[src/rtl/wb_bist_pkg.sv]
// March C- Wishbone BIST: shared types and per-phase sequencing table.
// Latency: n/a (package only).
// Backpressure: n/a (package only).
// Contents: FSM state enum, phase enum, phase_cfg() giving direction,
//           read/write presence and true/inverted pattern selects per phase.
package wb_bist_pkg;

  typedef enum logic [1:0] {IDLE, REQ, GAP, DONE} state_e;

  typedef enum logic [1:0] {P0, P1, P2, P3} phase_e;

  // down    : rows visited from NO_OF_ROWS-1 down to 0
  // rd / wr : phase issues a read / a write on each row (read first)
  // exp_inv : expected read data is ~P instead of P
  // wr_inv  : written data is ~P instead of P
  typedef struct packed {
    logic down;
    logic rd;
    logic wr;
    logic exp_inv;
    logic wr_inv;
  } phase_cfg_t;

  function automatic phase_cfg_t phase_cfg(input phase_e ph);
    phase_cfg_t c;
    case (ph)
      P0:      c = '{down: 1'b0, rd: 1'b0, wr: 1'b1, exp_inv: 1'b0, wr_inv: 1'b0};
      P1:      c = '{down: 1'b0, rd: 1'b1, wr: 1'b1, exp_inv: 1'b0, wr_inv: 1'b1};
      P2:      c = '{down: 1'b1, rd: 1'b1, wr: 1'b1, exp_inv: 1'b1, wr_inv: 1'b0};
      default: c = '{down: 1'b1, rd: 1'b1, wr: 1'b0, exp_inv: 1'b0, wr_inv: 1'b0};
    endcase
    return c;
  endfunction

endpackage

[src/rtl/wb_bist_addr_gen.sv]
// Row counter for the March BIST: up/down stepping, terminal detect, address.
// Latency: row updates on the clock edge after init_i/step_i; last_o/adr_o combinational.
// Backpressure: none; advances only when the controller asserts step_i.
// Ports: clk_i/rst_i (sync, active high); init_i loads the start row of a phase
//        (NO_OF_ROWS-1 when init_down_i else 0); step_i moves one row in step_down_i
//        direction; last_o flags the final row for that direction; adr_o = BASE_ADDR + row*4.
module wb_bist_addr_gen #(
  parameter int unsigned NO_OF_ROWS = 256,
  parameter logic [31:0] BASE_ADDR  = 32'h3000_0000
) (
  input  logic        clk_i,
  input  logic        rst_i,
  input  logic        init_i,
  input  logic        init_down_i,
  input  logic        step_i,
  input  logic        step_down_i,
  output logic        last_o,
  output logic [31:0] adr_o
);

  localparam int unsigned RW = $clog2(NO_OF_ROWS);
  localparam logic [RW-1:0] ROW_LAST = RW'(NO_OF_ROWS - 1);
  localparam logic [RW-1:0] ROW_ONE  = RW'(1);

  logic [RW-1:0] row_q, row_d;

  always_comb begin
    row_d = row_q;
    if (init_i) begin
      row_d = init_down_i ? ROW_LAST : '0;
    end else if (step_i) begin
      row_d = step_down_i ? (row_q - ROW_ONE) : (row_q + ROW_ONE);
    end
  end

  always_ff @(posedge clk_i) begin
    if (rst_i) begin
      row_q <= '0;
    end else begin
      row_q <= row_d;
    end
  end

  // Terminal value for the current direction; the counter never relies on wrap.
  assign last_o = step_down_i ? (row_q == '0) : (row_q == ROW_LAST);
  assign adr_o  = BASE_ADDR + {{(30 - RW){1'b0}}, row_q, 2'b00};

endmodule

[src/rtl/wb_march_bist.sv]
// Wishbone classic master running a 4-phase March C- test over every SRAM row.
// Latency: one transaction per REQ+GAP pair; 6*NO_OF_ROWS transactions per run.
// Backpressure: REQ holds until wbm_ack_i (or until TIMEOUT cycles with BIST_TIMEOUT_EN).
// Ports: wb_clk_i/wb_rst_i (sync, active high); start_i+pattern_i launch a run;
//        busy_o/done_o/pass_o/timeout_o/error_count_o/fail_addr_o/fail_data_o report;
//        wbm_* is the Wishbone master. Optional macro: BIST_TIMEOUT_EN (ack timeout).
module wb_march_bist
  import wb_bist_pkg::*;
#(
  parameter int unsigned NO_OF_ROWS = 256,
  parameter logic [31:0] BASE_ADDR  = 32'h3000_0000,
  parameter int unsigned TIMEOUT    = 15
) (
  input  logic        wb_clk_i,
  input  logic        wb_rst_i,
  input  logic        start_i,
  input  logic [31:0] pattern_i,
  output logic        busy_o,
  output logic        done_o,
  output logic        pass_o,
  output logic        timeout_o,
  output logic [7:0]  error_count_o,
  output logic [31:0] fail_addr_o,
  output logic [31:0] fail_data_o,
  output logic        wbm_cyc_o,
  output logic        wbm_stb_o,
  output logic        wbm_we_o,
  output logic [3:0]  wbm_sel_o,
  output logic [31:0] wbm_adr_o,
  output logic [31:0] wbm_dat_o,
  input  logic [31:0] wbm_dat_i,
  input  logic        wbm_ack_i
);

  state_e      state_q, state_d;
  phase_e      phase_q, phase_d;
  logic        wr_step_q, wr_step_d;   // second (write) half of a read-then-write row
  logic        last_q, last_d;         // final transaction of the run has been acked
  logic [31:0] pat_q, pat_d;
  logic        busy_q, busy_d;
  logic        done_q, done_d;
  logic        pass_q, pass_d;
  logic        timeout_q, timeout_d;
  logic        cyc_q, cyc_d;
  logic [7:0]  err_q, err_d;
  logic [31:0] fail_addr_q, fail_addr_d;
  logic [31:0] fail_data_q, fail_data_d;

  logic        gen_init, gen_init_down, gen_step, gen_last;
  logic [31:0] gen_adr;

  phase_cfg_t  cfg, nxt_cfg;
  phase_e      phase_nxt;
  logic        is_read;
  logic [31:0] exp_dat, wr_dat;

`ifdef BIST_TIMEOUT_EN
  localparam int unsigned TW = ($clog2(TIMEOUT + 1) > 4) ? $clog2(TIMEOUT + 1) : 4;
  logic [TW-1:0] tmo_q, tmo_d;
`else
  // TIMEOUT only matters when the ack timeout is compiled in.
  logic unused_timeout;
  assign unused_timeout = ^TIMEOUT;
`endif

  assign cfg       = phase_cfg(phase_q);
  assign phase_nxt = phase_e'(phase_q + 2'd1);
  assign nxt_cfg   = phase_cfg(phase_nxt);
  assign is_read   = cfg.rd && !wr_step_q;
  assign exp_dat   = cfg.exp_inv ? ~pat_q : pat_q;
  assign wr_dat    = cfg.wr_inv  ? ~pat_q : pat_q;

  wb_bist_addr_gen #(
    .NO_OF_ROWS (NO_OF_ROWS),
    .BASE_ADDR  (BASE_ADDR)
  ) u_addr_gen (
    .clk_i       (wb_clk_i),
    .rst_i       (wb_rst_i),
    .init_i      (gen_init),
    .init_down_i (gen_init_down),
    .step_i      (gen_step),
    .step_down_i (cfg.down),
    .last_o      (gen_last),
    .adr_o       (gen_adr)
  );

  always_comb begin
    state_d       = state_q;
    phase_d       = phase_q;
    wr_step_d     = wr_step_q;
    last_d        = last_q;
    pat_d         = pat_q;
    busy_d        = busy_q;
    done_d        = done_q;
    pass_d        = pass_q;
    timeout_d     = timeout_q;
    cyc_d         = cyc_q;
    err_d         = err_q;
    fail_addr_d   = fail_addr_q;
    fail_data_d   = fail_data_q;
    gen_init      = 1'b0;
    gen_init_down = 1'b0;
    gen_step      = 1'b0;
`ifdef BIST_TIMEOUT_EN
    tmo_d         = '0;
`endif

    case (state_q)
      IDLE, DONE: begin
        if (start_i) begin
          err_d       = '0;
          fail_addr_d = '0;
          fail_data_d = '0;
          pass_d      = 1'b0;
          timeout_d   = 1'b0;
          done_d      = 1'b0;
          busy_d      = 1'b1;
          pat_d       = pattern_i;
          phase_d     = P0;
          wr_step_d   = 1'b0;
          last_d      = 1'b0;
          gen_init    = 1'b1;
          cyc_d       = 1'b1;
          state_d     = REQ;
        end
      end

      REQ: begin
        if (wbm_ack_i) begin
          cyc_d   = 1'b0;
          state_d = GAP;
          if (is_read && (wbm_dat_i != exp_dat)) begin
            if (err_q == 8'd0) begin
              fail_addr_d = gen_adr;
              fail_data_d = wbm_dat_i;
            end
            if (err_q != 8'hFF) begin
              err_d = err_q + 8'd1;
            end
          end
          if (is_read && cfg.wr) begin
            wr_step_d = 1'b1;          // same row, write half next
          end else begin
            wr_step_d = 1'b0;
            if (!gen_last) begin
              gen_step = 1'b1;
            end else if (phase_q == P3) begin
              last_d = 1'b1;
            end else begin
              phase_d       = phase_nxt;
              gen_init      = 1'b1;
              gen_init_down = nxt_cfg.down;
            end
          end
        end
`ifdef BIST_TIMEOUT_EN
        else if (tmo_q == TW'(TIMEOUT - 1)) begin
          cyc_d     = 1'b0;
          timeout_d = 1'b1;
          pass_d    = 1'b0;
          done_d    = 1'b1;
          busy_d    = 1'b0;
          state_d   = DONE;
        end else begin
          tmo_d = tmo_q + TW'(1);
        end
`endif
      end

      GAP: begin
        // One idle cycle so the slave's request/ack toggle logic re-arms.
        if (last_q) begin
          done_d  = 1'b1;
          busy_d  = 1'b0;
          pass_d  = (err_q == 8'd0) && !timeout_q;
          state_d = DONE;
        end else begin
          cyc_d   = 1'b1;
          state_d = REQ;
        end
      end

      default: state_d = IDLE;
    endcase
  end

  always_ff @(posedge wb_clk_i) begin
    if (wb_rst_i) begin
      state_q     <= IDLE;
      phase_q     <= P0;
      wr_step_q   <= 1'b0;
      last_q      <= 1'b0;
      pat_q       <= '0;
      busy_q      <= 1'b0;
      done_q      <= 1'b0;
      pass_q      <= 1'b0;
      timeout_q   <= 1'b0;
      cyc_q       <= 1'b0;
      err_q       <= '0;
      fail_addr_q <= '0;
      fail_data_q <= '0;
`ifdef BIST_TIMEOUT_EN
      tmo_q       <= '0;
`endif
    end else begin
      state_q     <= state_d;
      phase_q     <= phase_d;
      wr_step_q   <= wr_step_d;
      last_q      <= last_d;
      pat_q       <= pat_d;
      busy_q      <= busy_d;
      done_q      <= done_d;
      pass_q      <= pass_d;
      timeout_q   <= timeout_d;
      cyc_q       <= cyc_d;
      err_q       <= err_d;
      fail_addr_q <= fail_addr_d;
      fail_data_q <= fail_data_d;
`ifdef BIST_TIMEOUT_EN
      tmo_q       <= tmo_d;
`endif
    end
  end

  assign busy_o        = busy_q;
  assign done_o        = done_q;
  assign pass_o        = pass_q;
  assign error_count_o = err_q;
  assign fail_addr_o   = fail_addr_q;
  assign fail_data_o   = fail_data_q;
`ifdef BIST_TIMEOUT_EN
  assign timeout_o     = timeout_q;
`else
  assign timeout_o     = 1'b0;
`endif

  // Bus fields are held at zero outside a cycle so the idle bus is quiet.
  assign wbm_cyc_o = cyc_q;
  assign wbm_stb_o = cyc_q;
  assign wbm_sel_o = 4'hF;
  assign wbm_we_o  = cyc_q && !is_read;
  assign wbm_adr_o = cyc_q ? gen_adr : 32'h0;
  assign wbm_dat_o = (cyc_q && !is_read) ? wr_dat : 32'h0;

endmodule

[config.mk]
export PLATFORM = sky130hd
export DESIGN_NAME = wb_march_bist
export DESIGN_NICKNAME = d
export VERILOG_FILES = /design/src/rtl/wb_bist_pkg.sv /design/src/rtl/wb_bist_addr_gen.sv /design/src/rtl/wb_march_bist.sv
export SDC_FILE = /design/constraint.sdc
export NUM_CORES = 1
export LEC_CHECK = 0
export CORE_AREA = 2 2 131 133
export DETAILED_ROUTE_END_ITERATION = 12
export DIE_AREA = 0 0 133 135
export HOLD_SLACK_MARGIN = 0.1
export PLACE_DENSITY_LB_ADDON = 0.05
export SETUP_SLACK_MARGIN = 0.2
export SYNTH_ARGS = -nofsm -noshare
export SYNTH_HDL_FRONTEND = slang
export SYNTH_SLANG_ARGS = --single-unit
[constraint.sdc]
create_clock -name wb_clk_i -period 3.1 [get_ports wb_clk_i]
set_input_delay 0.465 -clock wb_clk_i [delete_from_list [all_inputs] [get_ports wb_clk_i]]
set_output_delay 0.465 -clock wb_clk_i [all_outputs]
set_load 0.02 [all_outputs]
**Yosys cells after proc, flatten, opt, wreduce, memory -nomap -nowiden**

Index checks and enable logic that the tools add are counted.

- Multiplexer cells: 69
- Reductions and logical operators: 24
- $add $sub $neg: 5
- Bitwise logic cells: 1
- Equality and inequality tests: 22

Operators with widths:

| operator | number |
|---|---|
| 32-bit 2-to-1 mux | 11 |
| 32-bit one-hot mux with 2 select lines | 2 |
| 8-bit 2-to-1 mux | 8 |
| 32-bit inequality test | 1 |
| 32-bit inverter | 1 |
| 30-bit by 10-bit adder with 31-bit output, first input constant | 1 |
| 5-bit one-hot mux with 3 select lines | 2 |
| 1-bit 2-to-1 mux | 28 |
| 2-bit inequality test, second input constant | 11 |
| 8-bit by 1-bit adder with 8-bit output, second input constant | 2 |
| 8-bit logical NOT | 2 |
| 2-bit 2-to-1 mux | 8 |
| 8-bit one-hot mux with 2 select lines | 1 |
| 1-bit one-hot mux with 2 select lines | 6 |
| 6-bit AND reduction | 2 |
| 2-bit == test, second input constant | 5 |
| 5-bit AND reduction | 2 |
| 3-bit AND reduction | 3 |
| 8-bit == test, second input constant | 1 |
| 8-bit inequality test, second input constant | 1 |
| 8-bit by 1-bit subtractor with 8-bit output, second input constant | 1 |
| 2-bit by 1-bit == test with 1-bit output, second input constant | 3 |
| 2-bit logical NOT | 3 |
| 2-bit one-hot mux with 3 select lines | 1 |
| other kinds (8) | 15 |

- Logic and storage cells: 134
- Output and inout bits: 147
- Flip-flop bits (word level): 122
- Input bits: 68

**Logic depth before layout (Yosys ltp)**

- Word-level depth: 10
- Depth in mapped cells: 11
- Mapped depth without buffers: 9

**Modules after synthesis**

Synthesis repeated with hierarchy kept, for this count alone.

- Cell total of the unflattened synthesis: 874
- Area total of the unflattened synthesis: 6856.6 µm²

By module, submodules not included:

| module | area each (µm²) | cells an instance | times used | seq. area each (µm²) |
|---|---|---|---|---|
| wb_march_bist | 6057.1 | 772 | 1 | 2282.2 |
| wb_bist_addr_gen | 799.5 | 102 | 1 | 160.2 |

**Least setup slack after synthesis**

OpenSTA, ideal clock, no wires.

- Path kind: reg-to-reg
- Start point: register phase_q[1]
- End point: register u_addr_gen.row_q[7]
- Period minus slack after synthesis: 2.510 ns
- Path buffers: 1
- Library setup time: 0.122 ns
- Setup slack: 0.590 ns
- Cell stages (with the launch flop): 11
- Data required time: 2.978 ns
- Arrival time: 2.388 ns
- Cell sequence: dfxtp_1 -> inv_1 -> ha_1 -> o311ai_0 -> nor2_1 -> o21ai_0 -> a21o_1 -> buf_4 -> o21ai_1 -> o221ai_1 -> a21oi_1

- Longest elaborated chain between the ends: 10
- Elaborated cells on any way between the ends: 32
- Classes of those cells: add/sub: 1; eq/ne: 5; mux: 21; reduce/logical: 5

Ends and longest elaborated chain:

| element | RTL line | RTL |
|---|---|---|
| start: declaration | wb_march_bist.sv:36 | `phase_e phase_q, phase_d;` |
| start signal: assignment | wb_march_bist.sv:207 | `phase_q <= phase_d;` |
| 2-bit by 1-bit adder with 2-bit output | wb_march_bist.sv:67 | `assign phase_nxt = phase_e'(phase_q + 2'd1);` |
| 2-bit == test (tied with other cells) | wb_bist_pkg.sv:26 | `case (ph)` |
| 5-bit one-hot mux with 3 select lines | wb_bist_pkg.sv:26 |  |
| 1-bit 2-to-1 mux | wb_march_bist.sv:147 | `end else if (phase_q == P3) begin` |
| 1-bit 2-to-1 mux | wb_march_bist.sv:145 | `if (!gen_last) begin` |
| 1-bit 2-to-1 mux | wb_march_bist.sv:141 | `if (is_read && cfg.wr) begin` |
| 1-bit 2-to-1 mux | wb_march_bist.sv:129 | `if (wbm_ack_i) begin` |
| 1-bit 2-to-1 mux | wb_march_bist.sv:108 | `case (state_q)` |
| 8-bit 2-to-1 mux | wb_bist_addr_gen.sv:30 | `row_d = init_down_i ? ROW_LAST : '0;` |
| 8-bit 2-to-1 mux | wb_bist_addr_gen.sv:29 | `if (init_i) begin` |
| end signal: assignment | wb_bist_addr_gen.sv:40 | `row_q <= row_d;` |
| end: declaration | wb_bist_addr_gen.sv:25 | `logic [RW-1:0] row_q, row_d;` |

Several ways; a longest one is shown, not always the timed one. The select of a mux whose other input is x is not followed.
A chain may end at the register's enable or synchronous reset.

**Final worst setup path**

- Start point: register phase_q[0]
- End point: output wbm_dat_o[1]

- Longest elaborated chain between the ends: 6
- Elaborated cells on any way between the ends: 9
- Classes of those cells: eq/ne: 2; mux: 3; reduce/logical: 4

Ends and longest elaborated chain:

| element | RTL line | RTL |
|---|---|---|
| 2-bit == test (tied with other cells) | wb_bist_pkg.sv:26 |  |
| 5-bit one-hot mux with 3 select lines * | wb_bist_pkg.sv:26 |  |
| 1-bit logical AND | wb_march_bist.sv:69 | `assign is_read = cfg.rd && !wr_step_q;` |
| 1-bit logical NOT | wb_march_bist.sv:243 | `assign wbm_dat_o = (cyc_q && !is_read) ? wr_dat : 32'h0;` |
| 1-bit logical AND | wb_march_bist.sv:243 |  |
| 32-bit 2-to-1 mux * | wb_march_bist.sv:243 |  |
| end: declaration | wb_march_bist.sv:30 | `output logic [31:0] wbm_dat_o,` |

Mark *: on every way between the ends. The rest lies on a longest branch, timed or not.

==> key figures <==
Global route
  • Vias in the first global route: 5392
  • Initial antenna violation count: 1
  • GRT Util Overall: between 20% and 30%
  • Largest net degree at the start of global routing: 67
  • Gr ovfl total: 0
  • First-pass GRT wire length: between 20000 and 30000 µm

Power and ir drop
  • Leak: 2.81 nW
  • Pwr dens: 479 nW/µm²
  • Maximum VDD drop: approximately 290 µV

Synthesis
  • Sequential element share of the synthesized area: 33.7%
  • FFs w/ async S/R, synth: 0%
  • Unique masters post-synth: 57
  • Ys flop type: dfxtp_1
  • Synth area leaders: dfxtp_1 34%, xnor2_1 8.3%, a21oi_1 7.8%
  • Cells after synthesis: 760
  • Yosys reg bits: 99
  • Warnings from Yosys: 0
  • Synth Cell Area: 5890 µm²
  • Synth top area share: 33.7%
  • Area leader, netlist: dfxtp_1
  • Synthesized area per cell: roughly 7.7 µm²
  • EDFF count, synth: 0

Place
  • Port Buffers: 165
  • HPWL after DPL: around 14000 µm
  • Gpl congestion: approximately 0.82

Floorplanning
  • I/O pin total: approximately 220
  • Die width: 133 µm
  • Starting density of the core: between 30% and 40%
  • Die Height: between 100 and 150 µm
  • # rows: 47
  • Die ar.: approximately 18000 µm²
  • Core ar.: approximately 16000 µm²

Setup path
  • Setup crit start kind: register
  • Crit path required time: ~2.6 ns
  • Arrival time worst endpoint: between 2 and 2.5 ns
  • Crit end category: output pin
  • Crit-path max FO: 33
  • WS Path Type: register to output pin
  • R2R cell count: 8

Timing
  • Fin. Hold Viols: 0
  • RSZ-0062 raised after global routing: false
  • Final setup fails: 0
  • Max Freq: 367 MHz
  • WHS: 0.479 ns
  • Slew headroom: ~50%
  • Worst-Margin Slew: between 0.7 and 0.8 ns
  • Period utilization: between 80% and 90%
  • Worst Clk Skew: around 0.0044 ns
  • Fin. max-slew vios: 0
  • Total negative slack: 0 ns
  • Min cycle time layout: roughly 2.7 ns

Final layout
  • Layout Nets: roughly 1000
  • # fillers: between 1500 and 2000
  • Count of antenna diodes in the layout: 0
  • Multi-input gate area: approximately 3500 µm²
  • Fin util: between 40% and 50%
  • Share of post-route cells with drive strength above 1: between 4 and 5%
  • Area Overhead vs Synth: 34.5%
  • Register area: between 1500 and 2000 µm²

Min path
  • Worst hold path type: register to register
  • Worst hold path depth: 2

Clock tree
  • CTS tree: built
  • CTS sink count: 99
  • Hold_buf cts: 0
  • Total CTS buffers: 9
  • Clock latency on the worst-skew pair: 0.35 ns
  • Clock Tree Buf Depth: 2
  • Root buffer cell: clkbuf_16
  • Clk slew on worst S/H paths: 0.07 ns
  • CTS H-Tree Depth: 3

Detailed routing
  • Final wirelength: ~19000 µm
  • Pre-Repair DR Iteration Count: 4
  • WL met2: around 8300 µm
  • DR WL/cell: between 15 and 20 µm
  • Top layer in use: met4
  • Initial DRC Count: about 300
  • Routed metal-1 wirelength: between 8000 and 9000 µm
  • DR vias/cell: approximately 5.0
  • Via count: 5641
  • DRC viols: 0
  • Post-route ant nets: 0
  • Met3 Wirelength: approximately 1400 µm

Run status
  • Status: finished clean

Run
  • MaxCap Viol Count: 0
critical path: stages (launching register included):
cell and delay [ns]:
dfxtp_1 0.43, inv_1 0.13, ha_1 0.27, o21ai_2 0.19, buf_12 0.22, nor2_1 0.07
clkdlybuf4s50_1 0.58
final timing paths:
path                                 startpoint               to  slack [ns]
worst max-delay path                 phase_q[0]     wbm_dat_o[1]        0.38
worst max register to register       phase_q[0]       phase_q[1]        0.43
worst min register to register  fail_data_o[26]  fail_data_o[26]        0.48
worst min-delay path            fail_data_o[26]  fail_data_o[26]        0.48
layout by cell type (no fill, tap or decap), types with 3 or more instances in the layout:
| master | instances |
|---|---|
| a211oi_1 | 3 |
| a21oi_1 | 92 |
| a221oi_1 | 4 |
| and2_1 | 9 |
| and3_1 | 4 |
| buf_12 | 5 |
| buf_4 | 11 |
| clkbuf_16 | 9 |
| clkdlybuf4s50_1 | 164 |
| conb_1 | 49 |
| dfxtp_1 | 99 |
| ha_1 | 14 |
| inv_1 | 18 |
| nand2_1 | 78 |
| nand3_1 | 57 |
| nand3b_1 | 41 |
| nand4_1 | 9 |
| nor2_1 | 71 |
| nor2b_1 | 3 |
| nor3_1 | 14 |
| nor4_1 | 5 |
| o211ai_1 | 3 |
| o21a_1 | 3 |
| o21ai_0 | 15 |
| xnor2_1 | 56 |
| xor2_1 | 11 |
cell usage after synthesis, types with 4 or more instances:
master	count
dfxtp_1	99
a21oi_1	92
nand2_1	78
nor2_1	71
nand3_1	57
xnor2_1	56
buf_4	54
nand3b_1	41
clkbuf_1	34
inv_1	19
ha_1	16
o21ai_0	15
nor3_1	14
xor2_1	11
and2_1	9
nand4_1	9
buf_1	7
nor4_1	5
a221oi_1	4
and3_1	4
clkbuf_2	4
state kept, by name, indices dropped and copies added, names as in the netlist, 2 cells and up:
register          flops
error_count_o         8
fail_addr_o           9
fail_data_o          32
pat_q                32
phase_q               2
state_q               2
u_addr_gen.row_q      8
what timing repair did:
item | CTS | global route
resized for setup | 1 | 3
buffers inserted | 0 | 1
pin swaps | 0 | 1
endpoints found under the setup margin | 21 | 21
gates cloned | 0 | 0
report_power, final:
group          total, mW  switching, mW  leakage (nW)  internal [mW]
clock network       1.18          0.503         0.146          0.673
registers           1.44         0.0956         0.805           1.34
logic               1.18          0.695          1.85          0.484
total               3.79           1.29          2.81           2.50
per-layer routing:
metal	global-route usage, %	vias up
met5	0	-
met2	31.6	207
met4	6.45	0
met1	28.7	2647
met3	5.29	16
li1	-	2771
per-stage QoR:
step	area, µm²	std cells	total power, mW	worst slack [ns]
5_1_grt	7920	1122	4.00	0.227
4_1_cts	7890	1121	3.82	0.250
6_report	7920	1122	3.79	0.378
3_5_place_dp	7580	1105	2.63	0.109
3_3_place_gp	7580	1105	2.62	0.167
2_1_floorplan	6070	807	2.23	0.590
cell families after synthesis:
logic type	share of synthesized area [%]
and+or+nand+nor	26.3
muxes	0.170
buffers and inverters	11.2
adders and majority gates	3.74
other	0.128
DFF	33.7
AOI/OAI and AO/OA	14.6
xor gates and xnor gates	10.2
final cells by class:
cell class                 instances  area share, %
clock inverter                     3          0.585
tap                              220           3.48
sequential                        99           25.0
multi-input combinational        588           43.7
clock buffer                      13           3.29
timing repair buffer             180           23.0
inverter                          19          0.901
(Power assumes the default switching activity.)
==> RTL edit (same flow settings) <==
Encoding of `state_e`: now one-hot (4 bits for 4 states).
--- a/src/rtl/wb_bist_pkg.sv
+++ b/src/rtl/wb_bist_pkg.sv
@@ -5,7 +5,7 @@
 //           read/write presence and true/inverted pattern selects per phase.
 package wb_bist_pkg;
 
-  typedef enum logic [1:0] {IDLE, REQ, GAP, DONE} state_e;
+  typedef enum logic [3:0] {IDLE = 4'b0001, REQ = 4'b0010, GAP = 4'b0100, DONE = 4'b1000} state_e;
 
   typedef enum logic [1:0] {P0, P1, P2, P3} phase_e;
 
Check against the original RTL: no difference found for any inputs over 4 cycles, from zero or initial values and one cycle with wb_rst_i high; so few cycles prove little.
==> RTL edit against the unedited design <==
Critical path depth up 3; sequential cell count up 2; setup slack worse by 0.0041 ns; combinational power down 9%; core utilization up 0.35 points; total power down 0.36%; routed wire length down 3.0%; first-iteration DRC count down 12%; area after synthesis down 0.38%; final area up 0.73%; critical endpoint is now fail_data_o[13]; largest cell class unchanged; highest routed layer unchanged.
==> RTL edit: results <==
{
  "leakagePower_nw": 3.07,
  "reg2reg_from": "phase_q[1]",
  "grt_pass1_wl_mm": 28.4,
  "cpPeakStageDelay_ns": 0.51,
  "synth_cell_types": 51,
  "reg2regPathDepth": 9,
  "wl_met2_mm": 9.11,
  "drt_iter0_markers": 267,
  "startpoint": "wbm_dat_i[9]",
  "cp_slowest_cell": "nor3_4",
  "place_hpwl_mm": 13.7,
  "swShare_pct": 33.2,
  "synth_area_per_cell_um2": 7.88,
  "nFillCells": 1613,
  "critPathArrivalTime_ns": 3.00,
  "ys_seq_area_share_pct": 34.5,
  "synth_common_cells": "nand2_1 (165), dfxtp_1 (101), a21oi_1 (55), nor2_1 (55), buf_4 (53)",
  "track_usage_pct": 20.0,
  "nets": 977,
  "run_status": "finished, final reports clean",
  "route.met3.wl_um": 909,
  "path_max_fanout": 20,
  "path_delay_family": "simple AND/OR/NAND/NOR gates",
  "dr_total_vias": 5417,
  "viasPerCell": 4.84,
  "antenna_found_initial": 0,
  "slew_headroom_pct": 53.1,
  "grt_max_degree": 58,
  "min_from": "fail_data_o[14]",
  "finClkSkew_ns": 0.00974,
  "place_congestion": 0.823,
  "ir_worst_vdd_mv": 0.280,
  "drt-wirelength-per-cell_um": 16.3,
  "dp.cells": 1104,
  "place_ws_ns": 0.0143
}
RTL edit: cell count changes in the layout (fill, tap and decap cells not counted), moves of 7 or more:
cell             before  now
mux2i_1               1   44
nand3b_1             41    2
xor2_1               11   19
clkdlybuf4s50_1     164  131
dlymetal6s2s_1        0   10
dlygate4sd2_1         0   23
nand2_1              78  165
a21oi_1              92   55
nor2_1               71   52
nand3_1              57    9
nor4_1                5   12
RTL edit: cell type report:
type / instances / area [um^2] / share of cell area, %
Clock inverter: 5 / 83.8 / 1.05
Clock buffer: 11 / 243 / 3.04
Timing Repair Buffer: 187 / 1880 / 23.6
Tap cell: 220 / 275 / 3.45
Inverter: 14 / 52.6 / 0.659
Multi-Input combinational cell: 582 / 3410 / 42.8
Sequential cell: 101 / 2020 / 25.4
RTL edit: worst reg2reg max path, delay by kind of cell, from the launching register on:
kind                     cells  cell delay (ns)
flip-flops                   1             0.35
buffers and inverters        1             0.18
AO/OA/AOI/OAI                5             0.93
AND/OR/NAND/NOR              2             0.76
adder cells (fa/ha/maj)      1             0.34
RTL edit: routing by layer:
layer,up-vias,global-route usage [%]
met4,0,8.12
met1,2527,24.3
met5,-,0
met3,29,3.38
met2,166,35.3
li1,2695,-
RTL edit: logic make-up (layout without fill, tap and decap cells):
logic type | count (synthesis) | in the layout | share of synthesized area, %
DFF | 101 | 101 | 34.5
adders and majority gates | 14 | 14 | 3.11
muxes | 47 | 47 | 8.08
and+or+nand+nor | 303 | 303 | 22.7
AOI/OAI and AO/OA | 100 | 100 | 10.3
other | 2 | 49 | 0.128
buffers and inverters | 109 | 217 | 10.9
xor gates and xnor gates | 69 | 69 | 10.3
RTL edit: path summary, 6_finish.rpt:
check | end | slack, ns
max | fail_data_o[13] | 0.37
min reg2reg | fail_data_o[14] | 0.46
min | fail_data_o[14] | 0.46
max reg2reg | u_addr_gen.row_q[6] | 0.47
RTL edit: metrics by stage:
step | hold WS [ns] | total power [mW] | cell area, um^2
floorplan | 0.436 | 2.18 | 6040
global placement | 0.445 | 2.59 | 7650
detailed placement | 0.450 | 2.60 | 7650
CTS | 0.461 | 3.83 | 7950
global route | 0.476 | 3.97 | 7980
finish | 0.458 | 3.78 | 7980
RTL edit: power by group through the flow:
stage | Clock, mW | Sequential (mW) | Combinational (mW)
after floorplan | 0 | 1.48 | 0.703
after global placement | 0 | 1.50 | 1.10
after detailed placement | 0 | 1.50 | 1.10
after CTS | 1.27 | 1.47 | 1.09
after global routing | 1.31 | 1.48 | 1.17
final | 1.24 | 1.47 | 1.07
RTL edit: what timing repair did:
item	4_1_cts	5_1_grt
resized for setup	25	10
cloned	0	0
hold endpoints to repair	0	0
endpoints found under the setup margin	33	10
